--- config.mk ---
export PLATFORM = sky130hd
export DESIGN_NAME = pc_sequencer
export DESIGN_NICKNAME = d
export VERILOG_FILES = /design/src/rtl/pc_sequencer.sv
export SDC_FILE = /design/constraint.sdc
export NUM_CORES = 1
export LEC_CHECK = 0
export CORE_MARGIN = 1.5
export CORE_UTILIZATION = 35
export DETAILED_ROUTE_END_ITERATION = 12
export PLACE_DENSITY = 0.74
export SETUP_SLACK_MARGIN = 0.02
export SYNTH_ARGS = -nofsm -noshare
export SYNTH_HDL_FRONTEND = slang
export SYNTH_SLANG_ARGS = --single-unit
--- constraint.sdc ---
create_clock -name clk -period 6.95 [get_ports clk]
set_clock_uncertainty 0.15 [all_clocks]
set_input_delay 0.695 -clock clk [delete_from_list [all_inputs] [get_ports clk]]
set_output_delay 0.695 -clock clk [all_outputs]
set_load 0.005 [all_outputs]
--- src/rtl/pc_sequencer.sv ---
// Program counter owner for the RV32IM core: selects the next PC, sequences
// instruction fetch over a req/ready handshake and raises misaligned-target traps.

module pc_sequencer #(
   parameter int                    PC_WIDTH     = 32,
   parameter logic [PC_WIDTH-1:0]   RESET_VECTOR = 32'h0000_0000,
   parameter logic [PC_WIDTH-1:0]   TRAP_VECTOR  = 32'h0000_0100
) (
   input  logic                  clk,
   input  logic                  rst_n,
   input  logic [1:0]            PCSel,
   input  logic                  BranchTaken,
   input  logic [PC_WIDTH-1:0]   BranchTarget,
   input  logic [PC_WIDTH-1:0]   JumpTarget,
   input  logic                  Stall,
   input  logic                  imem_ready,
   input  logic                  TrapAck,
   output logic                  imem_req,
   output logic                  InstrValid,
   output logic                  Retire,
   output logic [PC_WIDTH-1:0]   PC,
   output logic [PC_WIDTH-1:0]   PC_Plus_4,
   output logic                  MisalignTrap,
   output logic [PC_WIDTH-1:0]   TrapPC,
   output logic [PC_WIDTH-1:0]   TrapTarget
);

   // state   | meaning
   // S_IDLE  | one cycle after reset release, all outputs low
   // S_FETCH | imem_req high, waiting for imem_ready; PC held
   // S_EXEC  | instruction executing; retires or traps when Stall is low
   // S_TRAP  | misaligned-target trap pending until TrapAck
   typedef enum logic [1:0] {
      S_IDLE  = 2'd0,
      S_FETCH = 2'd1,
      S_EXEC  = 2'd2,
      S_TRAP  = 2'd3
   } state_t;

   state_t              state;
   logic [PC_WIDTH-1:0] next_pc;
   logic                misaligned;

   assign PC_Plus_4 = PC + PC_WIDTH'(4);

   always_comb begin
      next_pc = PC_Plus_4;
      case (PCSel)
         2'b01:   if (BranchTaken) next_pc = BranchTarget;
         2'b10:   next_pc = JumpTarget;
         default: next_pc = PC_Plus_4;
      endcase
   end

   assign misaligned = (next_pc[1:0] != 2'b00);

   // InstrValid is high only in EXEC, so the commit decision needs no state decode.
   assign Retire = InstrValid & ~Stall & ~misaligned;

   always_ff @(posedge clk or negedge rst_n) begin
      if (!rst_n) begin
         state        <= S_IDLE;
         PC           <= RESET_VECTOR;
         imem_req     <= 1'b0;
         InstrValid   <= 1'b0;
         MisalignTrap <= 1'b0;
         TrapPC       <= '0;
         TrapTarget   <= '0;
      end else begin
         case (state)
            S_IDLE: begin
               state    <= S_FETCH;
               imem_req <= 1'b1;
            end
            S_FETCH: begin
               if (imem_ready) begin
                  state      <= S_EXEC;
                  imem_req   <= 1'b0;
                  InstrValid <= 1'b1;
               end
            end
            S_EXEC: begin
               if (!Stall) begin
                  InstrValid <= 1'b0;
                  if (!misaligned) begin
                     PC       <= next_pc;
                     state    <= S_FETCH;
                     imem_req <= 1'b1;
                  end else begin
                     TrapPC       <= PC;
                     TrapTarget   <= next_pc;
                     state        <= S_TRAP;
                     MisalignTrap <= 1'b1;
                  end
               end
            end
            S_TRAP: begin
               if (TrapAck) begin
                  PC           <= TRAP_VECTOR;
                  MisalignTrap <= 1'b0;
                  state        <= S_FETCH;
                  imem_req     <= 1'b1;
               end
            end
            default: begin
               state        <= S_IDLE;
               imem_req     <= 1'b0;
               InstrValid   <= 1'b0;
               MisalignTrap <= 1'b0;
            end
         endcase
      end
   end

endmodule

==> results of run 1 <==
-- flip-flops by register name, summed over array words and instances (netlist names) --
register / count
state: 2
InstrValid: 1
TrapTarget: 32
imem_req: 1
MisalignTrap: 1
PC: 32
TrapPC: 32
-- path summary, 6_finish.rpt --
kind	end	slack (ns)	depth (start not counted)
setup / recovery	Retire	2.59	8
hold / removal	TrapPC[13]$_DFFE_PN0P_	0.22	1
setup reg to reg	TrapTarget[26]$_DFFE_PN0P_	4.22	7
hold reg to reg	TrapPC[3]$_DFFE_PN0P_	0.32	2
max in group asynchronous	TrapPC[4]$_DFFE_PN0P_	5.28	2
min in group clk	TrapPC[3]$_DFFE_PN0P_	0.32	2
-- cell families after synthesis --
kind of cell | share of synthesized area (%)
adder cells (fa/ha/maj) | 1.639
AO/OA/AOI/OAI | 17.72
multiplexers | 2.529
buffers and inverters | 5.057
XOR/XNOR | 4.589
flip-flops | 47.30
AND/OR/NAND/NOR | 21.17
-- per-layer routing --
layer,vias up,track usage [%]
met3,20,5.230
met2,235,35.49
met4,0,6.829
met1,2429,32.00
met5,-,0
li1,2402,-
-- area by class of cell --
class / count / share of cell area (%)
multi-input cells: 434 / 33.03
flip-flops and latches: 101 / 32.74
repair buffers: 208 / 26.77
well taps: 184 / 2.982
clock buffers: 10 / 2.966
clock inverters: 6 / 0.8266
inverters: 14 / 0.6807
-- critical path: cells and delay by family --
family                   cells  cell delay [ns]
adder cells (fa/ha/maj)      1             0.43
AND/OR/NAND/NOR              3             0.94
AO/OA/AOI/OAI                1             0.40
buffers and inverters        3             1.06
-- placed cells by master (no fill, tap or decap), types with 3 or more instances in the layout --
cell,count
sky130_fd_sc_hd__and2_1,4
sky130_fd_sc_hd__and4_1,3
sky130_fd_sc_hd__nor2_1,34
sky130_fd_sc_hd__xnor2_1,13
sky130_fd_sc_hd__nor4_2,3
sky130_fd_sc_hd__clkdlybuf4s50_1,202
sky130_fd_sc_hd__clkbuf_16,9
sky130_fd_sc_hd__ha_1,7
sky130_fd_sc_hd__o22ai_1,3
sky130_fd_sc_hd__nand2b_1,3
sky130_fd_sc_hd__a41oi_1,4
sky130_fd_sc_hd__mux2_1,4
sky130_fd_sc_hd__a21oi_1,22
sky130_fd_sc_hd__a22oi_1,21
sky130_fd_sc_hd__inv_1,14
sky130_fd_sc_hd__buf_4,6
sky130_fd_sc_hd__a221o_1,5
sky130_fd_sc_hd__and3_1,3
sky130_fd_sc_hd__mux2_2,8
sky130_fd_sc_hd__nor3_1,7
sky130_fd_sc_hd__a22o_1,12
sky130_fd_sc_hd__o2bb2ai_1,3
sky130_fd_sc_hd__o21ai_0,46
sky130_fd_sc_hd__o31ai_1,6
sky130_fd_sc_hd__nand4_1,9
sky130_fd_sc_hd__nor4_1,3
sky130_fd_sc_hd__nand2_1,149
sky130_fd_sc_hd__a2bb2oi_1,6
sky130_fd_sc_hd__dfrtp_1,101
sky130_fd_sc_hd__xor2_1,15
sky130_fd_sc_hd__nand3_1,11
-- power groups by stage --
stage	clock, mW	combinational [mW]	sequential (mW)
detailed placement	0	0.998	0.963
floorplan	0	0.389	0.909
finish	0.512	0.996	0.958
global route	0.545	1.08	0.986
CTS	0.522	1.00	0.955
global placement	0	0.987	0.959
-- per-stage QoR --
stage / hold WS (ns) / total power [mW] / area [sq um]
after floorplan: 0.2494 / 1.298 / 5344
after CTS: 0.2428 / 2.480 / 7720
after global routing: 0.2788 / 2.610 / 7720
after global placement: 0.3092 / 1.946 / 7427
after detailed placement: 0.3118 / 1.961 / 7427
final: 0.2230 / 2.465 / 7720
==> reports/metrics.sh, run 1 <==
STATUS='finished clean'
SLEW_OF_THE_PIN_WITH_THE_LOWEST_SLEW_MARGIN_NS=1.178
DIE_Y_MICRONS=126.6
CELLINTERNALPOWER_mW=1.620
FINAL_GP_CONGESTION=0.8123
NETS=847
PERIOD_SHARE_PCT=62.67
SYNTHESIS.INSTANCES=592
TIMING_WORST_SETUP_PATH_TYPE='in2out'
MET1_LENGTH_MICRONS=8112
DIE_WIDTH_MICRONS=126.6
DRT_PASS1_ITERATIONS=7
NETLIST_AREA_SQ_UM=5344
FIRST_PASS_GRT_WIRE_LENGTH_MICRONS=28350
POSTROUTEANTENNANETS=0
FINALHOLDVIOLCOUNT=0
YS_TOP_CELLS_BY_AREA='sky130_fd_sc_hd__dfrtp_1 (47%), sky130_fd_sc_hd__nand2_1 (11%), sky130_fd_sc_hd__o21ai_0 (4.3%)'
CTS.REPORTEDPATHS.CLKPINSLEW_NS=0.07
SYNTH_LARGEST_TYPE_AREA_FRACTION_PCT=47.30
FRACTION_OF_REGISTERS_WITH_ASYNC_SET_RESET_PCT=100.0
CP_CELL_SEQUENCE='clkdlybuf4s50_1 > inv_1 > ha_1 > nor2b_2 > o21ai_0 > nand4_1 > nor3b_1 > clkdlybuf4s50_1'
MULTI_INPUT_AREA_SQ_UM=2550
MAX_FREQ_GHz=0.2296
CLOCK_SINK_COUNT=101
DETAIL_ROUTE.ITER0.VIOLATIONS=415
DP_SLACK_NS=2.557
PORT-BUFFER-COUNT=203
SYNTH.YOSYS.WARNINGS=0
INSERTEDDIODECOUNT=0
CP_DATA_REQUIRED_TIME_NS=6.11
FINAL_INSTANCE_COUNT_WITHOUT_FILLER_CELLS=957
PLACE.DETAILED.HPWL_MICRONS=13040
SEQ_AREA_FRAC_SYNTH_PCT=47.30
POST-CTS-SETUP-BUFFERS=0
PWR-SHARE-COMB_PCT=40.4
DRT_DRC_VIOLATIONS_LEFT=0
SETUP_VIOL=0
DRT_WL_TOTAL_MICRONS=18090
YS_TOP_CELLS_BY_COUNT='sky130_fd_sc_hd__nand2_1 (150), sky130_fd_sc_hd__dfrtp_1 (101), sky130_fd_sc_hd__o21ai_0 (46), sky130_fd_sc_hd__nor2_1 (34), sky130_fd_sc_hd__clkbuf_1 (23)'
CPMAXSTAGEDELAYCELL='sky130_fd_sc_hd__clkdlybuf4s50_1'
MAX-VDD-IR-DROP_uV=154.6
ROUTE.TOP_LAYER_USED='met4'
TIMING.RR.START='PC[2]$_DFFE_PN0P_'
HOLD_CLASS='in2async'
POWER.SHARE.SWITCHING_PCT=34.29
AREA_GROWTH_PCT=44.46
MET3_WIRELENGTH_MICRONS=1514
SYNTH-SEQ-CELLS=101
CRITICAL_PATH.STARTPOINT='PCSel[1]'
WORSTPATHARRIVAL_NS=3.51
WL_MET2_MICRONS=8141
FLOORPLAN.IO_PINS=204
FIRST_GLOBAL_VIAS=4921
LEAKAGEPOWER_nW=3.343
RSZ0062_AT_GRT='no'
SYNTH_CELL_TYPES=54
SYNTH_TOP_FLOP_CELL='sky130_fd_sc_hd__dfrtp_1'
FILL_CELLS=1373
DETAIL_ROUTE.WL_PER_CELL_MICRONS=18.91
SYNTHMOSTINSTANTIATEDCELL='sky130_fd_sc_hd__nand2_1'
CLK_PATH_BUF_DEPTH=2
FINAL_UTIL_PCT=52.52
SETUP_TOTAL_NEGATIVE_SLACK_NS=0
CRIT_FANOUT=15
SYNTH_EDF_COUNT=0
DRT-VIAS-PER-INSTANCE=5.315
INITIAL_UTILIZATION_PCT=36.36
FP.DIEAREA_SQ_UM=16020
CLOCKROOTBUFFER='sky130_fd_sc_hd__clkbuf_16'
GRT_ANTENNA_BEFORE_REPAIR=0
SYNTH_AREA_LEADER_CELL='sky130_fd_sc_hd__dfrtp_1'
POWER_FRAC_SEQ_PCT=38.9
TOTAL_PLACED_CELLS_INCLUDING_TAP_CELLS=941
FP-ROW-COUNT=44
TIMING.CRITICAL_PATH.MODE_CELL='sky130_fd_sc_hd__clkdlybuf4s50_1'
TOTAL_NUMBER_OF_VIAS=5086
CRITPATHMAXSTAGEDELAY_NS=0.53
TRITONCTS='done'
CTS-BUFFERS-INSERTED=9
FINAL_LAYOUT_SIZE_SUFFIX_GT1_SHARE_PCT=5.821
TIMING.FINAL.MAX_SLEW_VIOLATIONS=0
CTS-HOLD-FIX-BUFFERS=0
SETUP_SLACK_NS=2.595
TRACK_USAGE_PCT=22.89
CLKPWRFRAC_PCT=20.8
POWER_DENSITY_nW_PER_UM2=319.3
CLK-INSERTION-DELAY-LATE_NS=0.36
SEQCELLAREA_SQ_UM=2527
MAX_CAP_VIOLATION_COUNT=0
MAXIMUM_NUMBER_OF_PINS_ON_ONE_NET_BEFORE_GLOBAL_ROUTE_REPAIR=66
NUMBER_OF_H_TREE_BRANCHING_LEVELS=3
CRITPATHLAUNCHTYPE='input port'
SYNTH_NETS=671
MAX-SLEW-MARGIN-REL_PCT=21.18
PLACEABLECOREAREA_SQ_UM=14700
TIMING.CRITICAL_PATH.TO_TYPE='output port'
CTS_RESIZED=0
TOTAL_SWITCHING_POWER_mW=0.8454
POST_SYNTH.CELL_AREA_AVG_SQ_UM=9.027
LAYOUT_MIN_CYCLE_TIME_NS=4.355
GRT_REMAINING_OVERFLOW=0
No activity file was read; power rests on OpenSTA's default activity.
==> run 2, diff against run 1 <==
--- a/config.mk
+++ b/config.mk
@@ -8,7 +8,7 @@
 export CORE_MARGIN = 1.5
 export CORE_UTILIZATION = 35
 export DETAILED_ROUTE_END_ITERATION = 12
-export PLACE_DENSITY = 0.74
+export PLACE_DENSITY = 0.77
 export SETUP_SLACK_MARGIN = 0.02
 export SYNTH_ARGS = -nofsm -noshare
 export SYNTH_HDL_FRONTEND = slang
==> constraint.sdc (replaced) <==
create_clock -name clk -period 3.8 [get_ports clk]
set_clock_uncertainty 0.15 [all_clocks]
set_input_delay 0.38 -clock clk [delete_from_list [all_inputs] [get_ports clk]]
set_output_delay 0.38 -clock clk [all_outputs]
set_load 0.005 [all_outputs]
==> run 2 against run 1 <==
  * Critical path depth is 2 lower
  * Wire length is 1.3% higher
  * Highest routed layer unchanged
  * Clock-buffer cell count rose by 1
  * Critical path type is now reg2out
  * Flip-flop and latch count unchanged
  * Via count increased by 0.53%
  * Sequential power grew 83%
  * Largest cell class unchanged
  * Die area did not move
==> reports/metrics.sh, run 2 (synthesis gave the netlist of run 1 again) <==
STATUS='finished clean'
INSERTEDDIODECOUNT=0
CLOCKROOTBUFFER='sky130_fd_sc_hd__clkbuf_16'
GRT_REMAINING_OVERFLOW=0
LEAKAGEPOWER_nW=3.394
MAX-VDD-IR-DROP_uV=272.2
FINAL_LAYOUT_SIZE_SUFFIX_GT1_SHARE_PCT=6.777
CLK_PATH_BUF_DEPTH=2
PORT-BUFFER-COUNT=203
TIMING_WORST_SETUP_PATH_TYPE='reg2out'
LAYOUT_MIN_CYCLE_TIME_NS=3.564
TIMING.CRITICAL_PATH.TO_TYPE='output port'
DRT_PASS1_ITERATIONS=5
POWER_DENSITY_nW_PER_UM2=577.1
SLEW_OF_THE_PIN_WITH_THE_LOWEST_SLEW_MARGIN_NS=0.9114
DIE_Y_MICRONS=126.6
PERIOD_SHARE_PCT=93.78
FIRST_GLOBAL_VIAS=5051
PLACE.DETAILED.HPWL_MICRONS=13460
CTS-BUFFERS-INSERTED=9
FILL_CELLS=1359
NUMBER_OF_H_TREE_BRANCHING_LEVELS=3
PLACEABLECOREAREA_SQ_UM=14700
MOST-COMMON-LAYOUT-CELLS='sky130_fd_sc_hd__clkdlybuf4s50_1 (202), sky130_fd_sc_hd__nand2_1 (149), sky130_fd_sc_hd__dfrtp_1 (101)'
DETAIL_ROUTE.ITER0.VIOLATIONS=328
DRT_DRC_VIOLATIONS_LEFT=0
FP-ROW-COUNT=44
NETS=857
GRT_ANTENNA_BEFORE_REPAIR=0
CTS.REPORTEDPATHS.CLKPINSLEW_NS=0.07
TOTAL_NUMBER_OF_VIAS=5113
DP_SLACK_NS=0.3352
FIRST_PASS_GRT_WIRE_LENGTH_MICRONS=28660
FINALHOLDVIOLCOUNT=0
AREA_GROWTH_PCT=45.91
POST-CTS-SETUP-BUFFERS=0
CRIT_FANOUT=8
OVERALL_POWER_mW=4.500
RSZ0062_AT_GRT='no'
FINAL_GP_CONGESTION=0.8286
MOST_COMMON_LIBRARY_CELL_IN_THE_LAYOUT_IGNORING_FILL_AND_TAPS='sky130_fd_sc_hd__clkdlybuf4s50_1'
FP.DIEAREA_SQ_UM=16020
DETAIL_ROUTE.WL_PER_CELL_MICRONS=18.97
FINAL_DESIGN_AREA_EXCLUDING_FILLERS_SQ_UM=7797
TIMING.FINAL.MAX_SLEW_VIOLATIONS=0
CP_DATA_REQUIRED_TIME_NS=3.27
SETUP_TOTAL_NEGATIVE_SLACK_NS=0
HOLD_CLASS='in2async'
INITIAL_UTILIZATION_PCT=36.36
TRACK_USAGE_PCT=23.24
DRT-VIAS-PER-INSTANCE=5.293
CLOCK_SINK_COUNT=101
PLACEDINSTANCEAREA_SQ_UM=7515
MAXIMUM_NUMBER_OF_PINS_ON_ONE_NET_BEFORE_GLOBAL_ROUTE_REPAIR=71
CTS-HOLD-FIX-BUFFERS=0
WORST_HOLD_SLACK_NS=0.01796
WORSTPATHARRIVAL_NS=3.03
DRT_WL_TOTAL_MICRONS=18330
SETUP_SLACK_NS=0.2364
POSTROUTEANTENNANETS=0
CRITPATHLAUNCHTYPE='register'
MAX_CAP_VIOLATION_COUNT=0
FLOORPLAN.IO_PINS=204
MAX-SLEW-MARGIN-REL_PCT=39.24
TRITONCTS='done'
MAX_FREQ_GHz=0.2806
SETUP_VIOL=0
CTS_RESIZED=0
DIE_WIDTH_MICRONS=126.6
CLK-INSERTION-DELAY-LATE_NS=0.36
BIGGESTREGSBYFLOPS='PC (32), TrapPC (32), TrapTarget (32)'
## run 2: through the flow
step                cells  util [%]
global route          966     53.05
global placement      951     51.12
CTS                   966     53.05
finish                966     53.05
floorplan             592         -
detailed placement    951     51.12
## run 2: layout make-up
type | count | area (sq um) | share of cell area (%)
Clock inverter | 4 | 50.05 | 0.6418
Multi-Input combinational cell | 434 | 2550 | 32.70
Inverter | 14 | 52.55 | 0.6739
Sequential cell | 101 | 2527 | 32.41
Clock buffer | 11 | 232.7 | 2.985
Timing Repair Buffer | 218 | 2155 | 27.63
Tap cell | 184 | 230.2 | 2.953
## run 2: worst max-delay path, stage by stage, from the launching register on
cell and delay [ns]:
sky130_fd_sc_hd__dfrtp_1 0.49, sky130_fd_sc_hd__ha_1 0.32, sky130_fd_sc_hd__nand4_1 0.24, sky130_fd_sc_hd__or2_1 0.44, sky130_fd_sc_hd__nor4_2 0.34, sky130_fd_sc_hd__xor2_1 0.29, sky130_fd_sc_hd__clkdlybuf4s50_1 0.56
## run 2: path summary, 6_finish.rpt
path / start / end / slack (ns) / depth (start not counted)
setup / recovery: PC[2]$_DFFE_PN0P_ / PC_Plus_4[28] / 0.24 / 6
hold / removal: rst_n / TrapTarget[6]$_DFFE_PN0P_ / 0.02 / 1
setup reg to reg: PC[2]$_DFFE_PN0P_ / TrapTarget[30]$_DFFE_PN0P_ / 1.06 / 7
hold reg to reg: TrapPC[17]$_DFFE_PN0P_ / TrapPC[17]$_DFFE_PN0P_ / 0.32 / 2
max in group asynchronous: rst_n / PC[25]$_DFFE_PN0P_ / 2.68 / 2
min in group clk: TrapPC[17]$_DFFE_PN0P_ / TrapPC[17]$_DFFE_PN0P_ / 0.32 / 2
## run 2: report_power, final
part           switching [mW]  internal, mW  total, mW
clock network           0.408         0.507      0.915
registers               0.377          1.37       1.75
logic                   0.744          1.09       1.83
total                    1.53          2.97       4.50
## run 2: layer usage
| layer | track usage (%) | part of all wire [%] | up-vias |
|---|---|---|---|
| met5 | 0 | 0 | - |
| met4 | 7.776 | 1.9 | 0 |
| met3 | 4.892 | 6.5 | 22 |
| met2 | 36.23 | 46 | 179 |
| met1 | 32.25 | 46 | 2495 |
| li1 | - | - | 2417 |
==> run 3, diff against run 2 <==
--- a/config.mk
+++ b/config.mk
@@ -6,9 +6,9 @@
 export NUM_CORES = 1
 export LEC_CHECK = 0
 export CORE_MARGIN = 1.5
-export CORE_UTILIZATION = 35
+export CORE_UTILIZATION = 40
 export DETAILED_ROUTE_END_ITERATION = 12
-export PLACE_DENSITY = 0.77
+export PLACE_DENSITY = 0.85
 export SETUP_SLACK_MARGIN = 0.02
 export SYNTH_ARGS = -nofsm -noshare
 export SYNTH_HDL_FRONTEND = slang
==> run 3 against run 2 <==
  * Non-clock buffer count is 1 lower
  * Combinational power hardly changed
  * Clock-buffer cell count is 4 higher
  * Global-route usage is 1.9 points higher
  * Die area is 12% lower
  * First-iteration DRC count is 45% higher
  * Via count is 2.8% higher
  * Sequential power hardly changed
  * Cell count is 0.83% lower
  * Fmax is 2.7% higher
  * Wire length is 3.5% lower
  * Worst setup slack better by 0.094 ns
  * Critical endpoint unchanged
==> reports/metrics.sh, run 3 (synthesis gave the netlist of run 1 again) <==
CLOCKROOTBUFFER='sky130_fd_sc_hd__clkbuf_16'
SLEW_OF_THE_PIN_WITH_THE_LOWEST_SLEW_MARGIN_NS=1.080
SETUP_TOTAL_NEGATIVE_SLACK_NS=0
PWR-SHARE-COMB_PCT=41.0
CTS-BUFFERS-INSERTED=9
CP_DATA_REQUIRED_TIME_NS=3.27
LEAKAGEPOWER_nW=3.392
DIE_WIDTH_MICRONS=118.6
MAX_FREQ_GHz=0.2882
CTS.REPORTEDPATHS.CLKPINSLEW_NS=0.06
DRT_WL_TOTAL_MICRONS=17680
POWER_DENSITY_nW_PER_UM2=573.4
TRITONCTS='done'
FINAL_UTIL_PCT=59.14
CLOCK_SINK_COUNT=101
TOTAL_SWITCHING_POWER_mW=1.511
INSERTEDDIODECOUNT=0
FIRST_PASS_GRT_WIRE_LENGTH_MICRONS=27720
LAYOUT_MIN_CYCLE_TIME_NS=3.470
POST-CTS-SETUP-BUFFERS=0
MOST_COMMON_LIBRARY_CELL_IN_THE_LAYOUT_IGNORING_FILL_AND_TAPS='sky130_fd_sc_hd__clkdlybuf4s50_1'
NETS=856
PERIOD_SHARE_PCT=91.30
STATUS='finished clean'
TIMING_WORST_SETUP_PATH_TYPE='reg2out'
MAX-SLEW-MARGIN-REL_PCT=27.98
DIE_Y_MICRONS=118.6
FIRST_GLOBAL_VIAS=5050
GRT_ANTENNA_BEFORE_REPAIR=0
TIMING.CRITICAL_PATH.TO_TYPE='output port'
MAX-VDD-IR-DROP_uV=292.1
NUMBER_OF_H_TREE_BRANCHING_LEVELS=3
RSZ0062_AT_GRT='no'
PORT-BUFFER-COUNT=203
FINALHOLDVIOLCOUNT=0
TOTAL_NUMBER_OF_VIAS=5256
FP-ROW-COUNT=42
MAXIMUM_NUMBER_OF_PINS_ON_ONE_NET_BEFORE_GLOBAL_ROUTE_REPAIR=83
GRT_REMAINING_OVERFLOW=0
DRT-VIAS-PER-INSTANCE=5.486
CLK-INSERTION-DELAY-LATE_NS=0.35
CRITPATHLAUNCHTYPE='register'
AREA_GROWTH_PCT=45.40
SETUP_VIOL=0
DETAIL_ROUTE.ITER0.VIOLATIONS=477
WORSTPATHARRIVAL_NS=2.94
PLACEABLECOREAREA_SQ_UM=13140
FINAL_LAYOUT_SIZE_SUFFIX_GT1_SHARE_PCT=6.522
CTS-HOLD-FIX-BUFFERS=0
POSTROUTEANTENNANETS=0
CELLINTERNALPOWER_mW=2.944
WORST_HOLD_SLACK_NS=0.08503
CTS_RESIZED=0
BIGGESTREGSBYFLOPS='PC (32), TrapPC (32), TrapTarget (32)'
HOLD_CLASS='in2async'
POWER_FRAC_SEQ_PCT=39.2
PLACE.DETAILED.HPWL_MICRONS=12850
CLK_PATH_BUF_DEPTH=2
CRIT_FANOUT=8
CLKPWRFRAC_PCT=19.7
TRACK_USAGE_PCT=25.16
SETUP_SLACK_NS=0.3305
TIMING.FINAL.MAX_SLEW_VIOLATIONS=0
FP.DIEAREA_SQ_UM=14060
DRT_DRC_VIOLATIONS_LEFT=0
POWER.SHARE.SWITCHING_PCT=33.92
MAX_CAP_VIOLATION_COUNT=0
FLOORPLAN.IO_PINS=204
FINAL_GP_CONGESTION=0.8624
DP_SLACK_NS=0.3163
MOST-COMMON-LAYOUT-CELLS='sky130_fd_sc_hd__clkdlybuf4s50_1 (202), sky130_fd_sc_hd__nand2_1 (149), sky130_fd_sc_hd__dfrtp_1 (101)'
DETAIL_ROUTE.WL_PER_CELL_MICRONS=18.46
INITIAL_UTILIZATION_PCT=40.68
WORST-R2R-SETUP-SLACK_NS=1.05
DRT_PASS1_ITERATIONS=5
## run 3: cell types whose count changed in the layout (fill, tap and decap cells not counted)
| cell | delta |
|---|---|
| sky130_fd_sc_hd__buf_4 | -1 |
| sky130_fd_sc_hd__bufinv_16 | -1 |
| sky130_fd_sc_hd__clkbuf_1 | +2 |
| sky130_fd_sc_hd__clkbuf_8 | +2 |
| sky130_fd_sc_hd__clkinvlp_4 | -2 |
## run 3: final timing paths
kind,cells past startpoint,start,to
worst min register to register,2,TrapPC[17]$_DFFE_PN0P_,TrapPC[17]$_DFFE_PN0P_
min in group clk,2,TrapPC[17]$_DFFE_PN0P_,TrapPC[17]$_DFFE_PN0P_
max in group asynchronous,2,rst_n,TrapTarget[9]$_DFFE_PN0P_
worst min-delay path,1,rst_n,TrapPC[15]$_DFFE_PN0P_
worst max-delay path,6,PC[2]$_DFFE_PN0P_,PC_Plus_4[28]
worst max register to register,7,state[0]$_DFFE_PN0P_,PC[9]$_DFFE_PN0P_
## run 3: area by class of cell
cell class | instances | area, sq um
multi-input cells | 434 | 2550
clock buffers | 15 | 267.8
well taps | 176 | 220.2
fillers | 1144 | 5368
inverters | 14 | 52.55
clock inverters | 1 | 5.005
repair buffers | 217 | 2147
flip-flops and latches | 101 | 2527
## run 3: metrics by stage
| stage | instances | cell area (sq um) | power [mW] |
|---|---|---|---|
| final | 958 | 7770 | 4.455 |
| after global routing | 958 | 7770 | 4.700 |
| after CTS | 958 | 7770 | 4.471 |
| after detailed placement | 942 | 7497 | 3.583 |
| after global placement | 942 | 7497 | 3.550 |
| after floorplan | 592 | 5344 | 2.374 |
## run 3: power by group through the flow
stage	Sequential, mW	Combinational (mW)	Clock (mW)
CTS	1.74	1.83	0.893
global route	1.79	1.97	0.937
finish	1.75	1.83	0.878
floorplan	1.66	0.711	0
global placement	1.76	1.79	0
detailed placement	1.76	1.82	0
## run 3: worst max-delay path, stage by stage (launching register included)
cell	delay [ns]
sky130_fd_sc_hd__dfrtp_1	0.48
sky130_fd_sc_hd__ha_1	0.32
sky130_fd_sc_hd__nand4_1	0.19
sky130_fd_sc_hd__or2_1	0.42
sky130_fd_sc_hd__nor4_2	0.35
sky130_fd_sc_hd__xor2_1	0.28
sky130_fd_sc_hd__clkdlybuf4s50_1	0.55
## run 3: metal layers
| layer | vias to the layer above | share of wire [%] | track usage [%] |
|---|---|---|---|
| met4 | 0 | 2.7 | 9.940 |
| li1 | 2431 | - | - |
| met1 | 2525 | 43 | 34.42 |
| met3 | 33 | 8.3 | 6.129 |
| met5 | - | 0 | 0 |
| met2 | 267 | 46 | 38.44 |
